[config.mk]
export PLATFORM = sky130hd
export DESIGN_NAME = playlist_sequencer
export DESIGN_NICKNAME = d
export VERILOG_FILES = /design/src/rtl/playlist_sequencer.sv
export SDC_FILE = /design/constraint.sdc
export NUM_CORES = 1
export LEC_CHECK = 0
export CAP_MARGIN = 15
export CORE_MARGIN = 4
export CORE_UTILIZATION = 58
export CTS_BUF_LIST = sky130_fd_sc_hd__clkbuf_16
export CTS_CLUSTER_DIAMETER = 60
export DETAILED_ROUTE_END_ITERATION = 7
export PLACE_DENSITY = 0.86
export SLEW_MARGIN = 0
export SYNTH_ARGS = -nofsm -noshare
export SYNTH_HDL_FRONTEND = slang
export SYNTH_SLANG_ARGS = --single-unit
[constraint.sdc]
create_clock -name Clock -period 5.9 [get_ports Clock]
set_input_delay 1.18 -clock Clock [delete_from_list [all_inputs] [get_ports Clock]]
set_output_delay 1.18 -clock Clock [all_outputs]
set_load 0.005 [all_outputs]
[src/rtl/playlist_sequencer.sv]
// Playlist controller: sequences a song index over NUM_SONGS tracks with play/pause/stop/next/prev/select,
// playback modes, auto-advance on song completion and an elapsed-play counter. IDX_W must not exceed 8.
module playlist_sequencer #(
  parameter int NUM_SONGS        = 10,
  parameter int IDX_W            = 4,
  parameter int CNT_W            = 24,
  parameter int PREV_RESTART_CYC = 1000
) (
  input  logic             Clock,
  input  logic             Reset,
  input  logic             cmd_valid,
  input  logic [2:0]       cmd,
  input  logic [IDX_W-1:0] sel_index,
  input  logic [1:0]       mode,
  input  logic             song_done,
  output logic             ld,
  output logic             p,
  output logic             ps,
  output logic             pn,
  output logic             pp,
  output logic             sl,
  output logic [IDX_W-1:0] song_index,
  output logic             restart,
  output logic             end_of_list,
  output logic [CNT_W-1:0] elapsed
);

  localparam logic [2:0] CMD_STOP   = 3'd0;
  localparam logic [2:0] CMD_PLAY   = 3'd1;
  localparam logic [2:0] CMD_PAUSE  = 3'd2;
  localparam logic [2:0] CMD_NEXT   = 3'd3;
  localparam logic [2:0] CMD_PREV   = 3'd4;
  localparam logic [2:0] CMD_SELECT = 3'd5;

  localparam logic [1:0] MODE_SEQ  = 2'b00;
  localparam logic [1:0] MODE_RALL = 2'b01;
  localparam logic [1:0] MODE_RONE = 2'b10;
  localparam logic [1:0] MODE_SHUF = 2'b11;

  localparam logic [IDX_W:0]   NSONGS     = (IDX_W+1)'(NUM_SONGS);
  localparam logic [IDX_W-1:0] LAST_IDX   = IDX_W'(NUM_SONGS - 1);
  localparam logic [IDX_W-1:0] IDX_ZERO   = {IDX_W{1'b0}};
  localparam logic [IDX_W-1:0] IDX_ONE    = IDX_W'(1);
  localparam logic [CNT_W-1:0] CNT_ZERO   = {CNT_W{1'b0}};
  localparam logic [CNT_W-1:0] CNT_ONE    = CNT_W'(1);
  localparam logic [CNT_W-1:0] CNT_MAX    = {CNT_W{1'b1}};
  localparam logic [CNT_W-1:0] RESTART_TH = CNT_W'(PREV_RESTART_CYC);

  // One-hot encoding so every strobe is a flop output.
  typedef enum logic [5:0] {
    S_LOAD   = 6'b000001,
    S_PLAY   = 6'b000010,
    S_PAUSE  = 6'b000100,
    S_NEXT   = 6'b001000,
    S_PREV   = 6'b010000,
    S_SELECT = 6'b100000
  } state_t;

  state_t           state_r, state_nxt_s;
  logic [IDX_W-1:0] index_r, index_nxt_s;
  logic [CNT_W-1:0] elapsed_r;
  logic [7:0]       lfsr_r;
  logic             restart_r, restart_nxt_s;
  logic             eol_r, eol_nxt_s;
  logic [IDX_W:0]   cand_s;
  logic [IDX_W-1:0] shuffle_pick_s;
  logic [IDX_W-1:0] next_pick_s;
  logic             sel_ok_s;
  logic             clear_s;

  function automatic logic [IDX_W-1:0] idx_inc(input logic [IDX_W-1:0] i);
    if (i == LAST_IDX) idx_inc = IDX_ZERO;
    else               idx_inc = i + IDX_ONE;
  endfunction

  function automatic logic [IDX_W-1:0] idx_dec(input logic [IDX_W-1:0] i);
    if (i == IDX_ZERO) idx_dec = LAST_IDX;
    else               idx_dec = i - IDX_ONE;
  endfunction

  // Fibonacci form of x^8+x^6+x^5+x^4+1
  function automatic logic [7:0] lfsr_step(input logic [7:0] l);
    lfsr_step = {l[6:0], l[7] ^ l[5] ^ l[4] ^ l[3]};
  endfunction

  // Shuffle candidate folded into range, never equal to the current track
  always_comb begin
    cand_s = {1'b0, lfsr_r[IDX_W-1:0]};
    if (cand_s >= NSONGS) cand_s = cand_s - NSONGS;
    else                  cand_s = cand_s;
    if (cand_s[IDX_W-1:0] == index_r) shuffle_pick_s = idx_inc(index_r);
    else                              shuffle_pick_s = cand_s[IDX_W-1:0];
    if (mode == MODE_SHUF) next_pick_s = shuffle_pick_s;
    else                   next_pick_s = idx_inc(index_r);
    sel_ok_s = ({1'b0, sel_index} < NSONGS);
  end

  // Next-state, next-index and pulse decisions
  always_comb begin
    state_nxt_s   = state_r;
    index_nxt_s   = index_r;
    restart_nxt_s = 1'b0;
    eol_nxt_s     = 1'b0;
    case (state_r)
      S_LOAD: begin
        if (cmd_valid) begin
          case (cmd)
            CMD_PLAY: state_nxt_s = S_PLAY;
            CMD_SELECT: begin
              if (sel_ok_s) begin
                state_nxt_s = S_SELECT;
                index_nxt_s = sel_index;
              end else begin
                state_nxt_s = state_r;
              end
            end
            default: state_nxt_s = state_r;
          endcase
        end else begin
          state_nxt_s = state_r;
        end
      end
      S_PLAY: begin
        if (cmd_valid) begin
          case (cmd)
            CMD_STOP:  state_nxt_s = S_LOAD;
            CMD_PLAY:  state_nxt_s = S_PLAY;
            CMD_PAUSE: state_nxt_s = S_PAUSE;
            CMD_NEXT: begin
              state_nxt_s = S_NEXT;
              index_nxt_s = next_pick_s;
            end
            CMD_PREV: begin
              state_nxt_s = S_PREV;
              if (elapsed_r >= RESTART_TH) restart_nxt_s = 1'b1;
              else                         index_nxt_s   = idx_dec(index_r);
            end
            CMD_SELECT: begin
              if (sel_ok_s) begin
                state_nxt_s = S_SELECT;
                index_nxt_s = sel_index;
              end else begin
                state_nxt_s = state_r;
              end
            end
            default: state_nxt_s = state_r;
          endcase
        end else if (song_done) begin
          case (mode)
            MODE_SEQ: begin
              if (index_r == LAST_IDX) begin
                state_nxt_s = S_LOAD;
                index_nxt_s = IDX_ZERO;
                eol_nxt_s   = 1'b1;
              end else begin
                state_nxt_s = S_NEXT;
                index_nxt_s = idx_inc(index_r);
              end
            end
            MODE_RALL: begin
              state_nxt_s = S_NEXT;
              index_nxt_s = idx_inc(index_r);
            end
            MODE_RONE: restart_nxt_s = 1'b1;
            MODE_SHUF: begin
              state_nxt_s = S_NEXT;
              index_nxt_s = shuffle_pick_s;
            end
            default: state_nxt_s = state_r;
          endcase
        end else begin
          state_nxt_s = state_r;
        end
      end
      S_PAUSE: begin
        if (cmd_valid) begin
          case (cmd)
            CMD_PLAY: state_nxt_s = S_PLAY;
            CMD_STOP: state_nxt_s = S_LOAD;
            CMD_SELECT: begin
              if (sel_ok_s) begin
                state_nxt_s = S_SELECT;
                index_nxt_s = sel_index;
              end else begin
                state_nxt_s = state_r;
              end
            end
            default: state_nxt_s = state_r;
          endcase
        end else begin
          state_nxt_s = state_r;
        end
      end
      S_NEXT, S_PREV, S_SELECT: state_nxt_s = S_PLAY;
      default: state_nxt_s = S_LOAD;
    endcase
  end

  // Counter clears on entry to any non-playing transfer state or on a rewind
  always_comb begin
    case (state_nxt_s)
      S_LOAD, S_NEXT, S_PREV, S_SELECT: clear_s = 1'b1;
      default:                          clear_s = restart_nxt_s;
    endcase
  end

  // State, index, pulses and shuffle LFSR
  always_ff @(posedge Clock) begin
    if (Reset) begin
      state_r   <= S_LOAD;
      index_r   <= IDX_ZERO;
      restart_r <= 1'b0;
      eol_r     <= 1'b0;
      lfsr_r    <= 8'h01;
    end else begin
      state_r   <= state_nxt_s;
      index_r   <= index_nxt_s;
      restart_r <= restart_nxt_s;
      eol_r     <= eol_nxt_s;
      lfsr_r    <= lfsr_step(lfsr_r);
    end
  end

  // Saturating elapsed-play counter
  always_ff @(posedge Clock) begin
    if (Reset) begin
      elapsed_r <= CNT_ZERO;
    end else if (clear_s) begin
      elapsed_r <= CNT_ZERO;
    end else if ((state_r == S_PLAY) && (elapsed_r != CNT_MAX)) begin
      elapsed_r <= elapsed_r + CNT_ONE;
    end else begin
      elapsed_r <= elapsed_r;
    end
  end

  assign ld          = state_r[0];
  assign p           = state_r[1];
  assign ps          = state_r[2];
  assign pn          = state_r[3];
  assign pp          = state_r[4];
  assign sl          = state_r[5];
  assign song_index  = index_r;
  assign restart     = restart_r;
  assign end_of_list = eol_r;
  assign elapsed     = elapsed_r;

endmodule

==> impl_metrics.csv <==
group,metric,value,unit
power,p_int,0.5782,mW
power,power_leakage,1.215,nW
setup_path,worst_setup_path_start_kind,"primary input",
grt,grt_pass1_vias,2791,
route,routed_wl,7.522,mm
floorplanning,die_area,6210,um^2
floorplanning,die_x,78.81,um
route,routed_via_density,6.144,
synthesis,syn-num-nets,378,
synthesis,yosysUniqueCellTypes,67,
sta,max_slew_margin,32.27,%
sta,final.setup.tns,0,ns
layout,fillers,394,
synthesis,synth_area,2908,um^2
layout,antennaDiodeCount,0,
sta,setup_viol,0,
power,p_clk_share,38.3,%
setup_path,path_class,"in2reg",
setup_path,cp_max_fo,24,
cts,clock_path_buffers,2,
place,dp_hpwl,5.175,mm
place,placed_cells,456,
cts,path_clk_slew,0.06,ns
setup_path,required,6.02,ns
sta,timing.final.crit_share,60.07,%
floorplanning,coreArea,4786,um^2
floorplanning,initial_core_util,60.76,%
power,seq_power_share,40.5,%
run_status,status,"complete, no violations",
power,p_sw_share,28.79,%
layout,layout.nets,412,
cts,cts.sinks,44,
grt,grt_antenna_before_repair,0,
grt,grt_pass1_wl,13.02,mm
sta,worst_pin_slew,1.013,ns
synthesis,synthCells,362,
cts,cts_made_buffers,5,
cts,clk_latency,0.29,ns
floorplanning,rows,25,
synthesis,syn-mean-instance-area,8.033,um^2
synthesis,synthFlopType,"dfxtp_1",
power,comb_power_share,21.2,%
grt,grt_max_degree,25,
route,wire_per_inst,16.21,um
synthesis,synthArstFlopShare,0,%
route,firstDrtPassIters,5,
floorplanning,die_height,78.81,um
layout,final_area,3505,um^2
floorplanning,io_pins,49,
cts,cts_resized,0,
sta,fmax,282.1,MHz
synthesis,ys_seq_area_share,30.29,%
power,ir_drop,0.1460,mV
synthesis,synth-edff-count,0,
route,drc,0,
run,max-cap-violations,0,
sta,drv_slew,0,
sta,period_minus_slack,3.544,ns
cts,hold_buffers,0,
route,ant_nets,0,
cts,htree_levels,2,
power,power.switching,0.2338,mW
cts,cts_tree,"built",
place,port_buffers,48,
sta,finClkSkew,0.006677,ns
sta,final_hold_viol_count,0,
layout,syn2layout_area_growth,20.52,%
cts,cts_setup_buffers,0,
route,drtIter0Drc,439,
synthesis,ys_ff_latch,44,
worst_hold_path,hold_path_class,"reg2reg",
cts,root_buffer,"clkbuf_16",
layout,instances_no_fill,464,
setup_path,critPathCaptureType,"flop",
sta,rsz0062_at_grt,"no",
place,routabilityCongestion,0.9028,
synthesis,ys_warn_count,0,
route,num_vias,2851,
grt,gr-total-overflow,0,
grt,grt_usage,26.04,%
place,placed_area,3342,um^2
power,powerDensity,231.7,nW/um^2
layout,drive_above_1_share,6.801,%
setup_path,crit_arrival,3.66,ns
metal layers:
metal	share of wire, %	vias to the layer above	GRT usage, %
met3	7.3	17	5.102
li1	-	1365	-
met5	0	-	0
met1	44	1322	34.55
met4	2.3	0	12.06
met2	46	147	40.66
flip-flops by register name, summed over array words and instances, names as in the netlist:
| register | flops |
|---|---|
| elapsed | 24 |
| end_of_list | 1 |
| lfsr_r | 8 |
| restart | 1 |
| song_index | 4 |
| state_r | 6 |
layout by cell type (no fill, tap or decap), drive strengths merged, types with 7 or more instances in the layout:
cell type / Yosys / routed
nand4: 14 / 14
xnor2: 14 / 14
nand2: 30 / 30
a21oi: 19 / 19
nand3: 14 / 14
nor2b: 10 / 10
nor2: 48 / 48
nor3: 10 / 10
and3: 8 / 8
dfxtp: 44 / 44
and4: 7 / 7
o21ai: 16 / 16
xor2: 19 / 19
clkdlybuf4s50: 0 / 48
o211ai: 8 / 8
inv: 13 / 13
power groups by stage:
stage	Clock [mW]	Combinational (mW)	Sequential [mW]
finish	0.311	0.172	0.329
global route	0.328	0.188	0.332
CTS	0.313	0.170	0.328
detailed placement	0	0.167	0.335
global placement	0	0.163	0.334
floorplan	0	0.141	0.321
per-stage QoR:
stage	utilization (%)	power, mW	setup WS [ns]	hold slack [ns]
global placement	69.83	0.4977	2.262	0.4205
global route	73.23	0.8469	2.179	0.4658
finish	73.23	0.8119	2.356	0.4429
floorplan	-	0.4622	3.293	0.4138
CTS	73.23	0.8113	2.395	0.4437
detailed placement	69.83	0.5027	2.145	0.4301
cell usage after synthesis (all sizes together), types with 3 or more instances:
cell type  instances  share of area [%]
nor2b             10                2.2
nand2b             5                1.3
o21ai             16                2.8
nor2              48                6.2
and3               8                1.9
or3                3               0.99
ha                 3                1.3
clkbuf             6               0.77
a211oi             5                1.5
nand2             30                4.0
nand4             14                3.0
buf               15                3.7
a211o              3               0.95
nor4               5                1.6
xor2              19                5.7
and2               5                1.1
inv               13                1.7
dfxtp             44                 30
and4               7                2.1
nor3              10                2.1
a21oi             19                3.5
nand3             14                2.4
xnor2             14                4.7
o211ai             8                2.2
path summary, 6_finish.rpt:
| path | startpoint | to | slack (ns) | cells after the start |
|---|---|---|---|---|
| max reg2reg | song_index[1] | elapsed[6] | 3.32 | 6 |
| min | lfsr_r[6] | lfsr_r[7] | 0.44 | 1 |
| min reg2reg | lfsr_r[6] | lfsr_r[7] | 0.44 | 1 |
| max | cmd[2] | elapsed[6] | 2.36 | 6 |
final cells by class:
class,count,area [um^2],share of cell area (%)
Clock buffer,5,125.1,3.570
Clock inverter,3,37.54,1.071
Inverter,13,48.80,1.392
Multi-Input combinational cell,284,1848,52.73
Sequential cell,44,880.8,25.13
Tap cell,67,83.83,2.392
Timing Repair Buffer,48,480.5,13.71
critical path, stage by stage:
cell             delay (ns)
clkdlybuf4s50_1        0.67
nand3b_1               0.41
o21ai_0                0.32
nor3_1                 0.09
o211ai_2               0.81
nor2_1                 0.19
cells by family (layout without fill, tap and decap cells):
kind of cell | Yosys count | count (layout) | share of synthesized area, %
buffers and inverters | 34 | 69 | 6.153
XOR/XNOR | 33 | 33 | 10.46
flip-flops | 44 | 44 | 30.29
AO/OA/AOI/OAI | 75 | 75 | 18.55
AND/OR/NAND/NOR | 169 | 169 | 31.80
multiplexers | 4 | 4 | 1.463
adder cells (fa/ha/maj) | 3 | 3 | 1.291
Note: power is estimated with default switching activity, not from simulation.
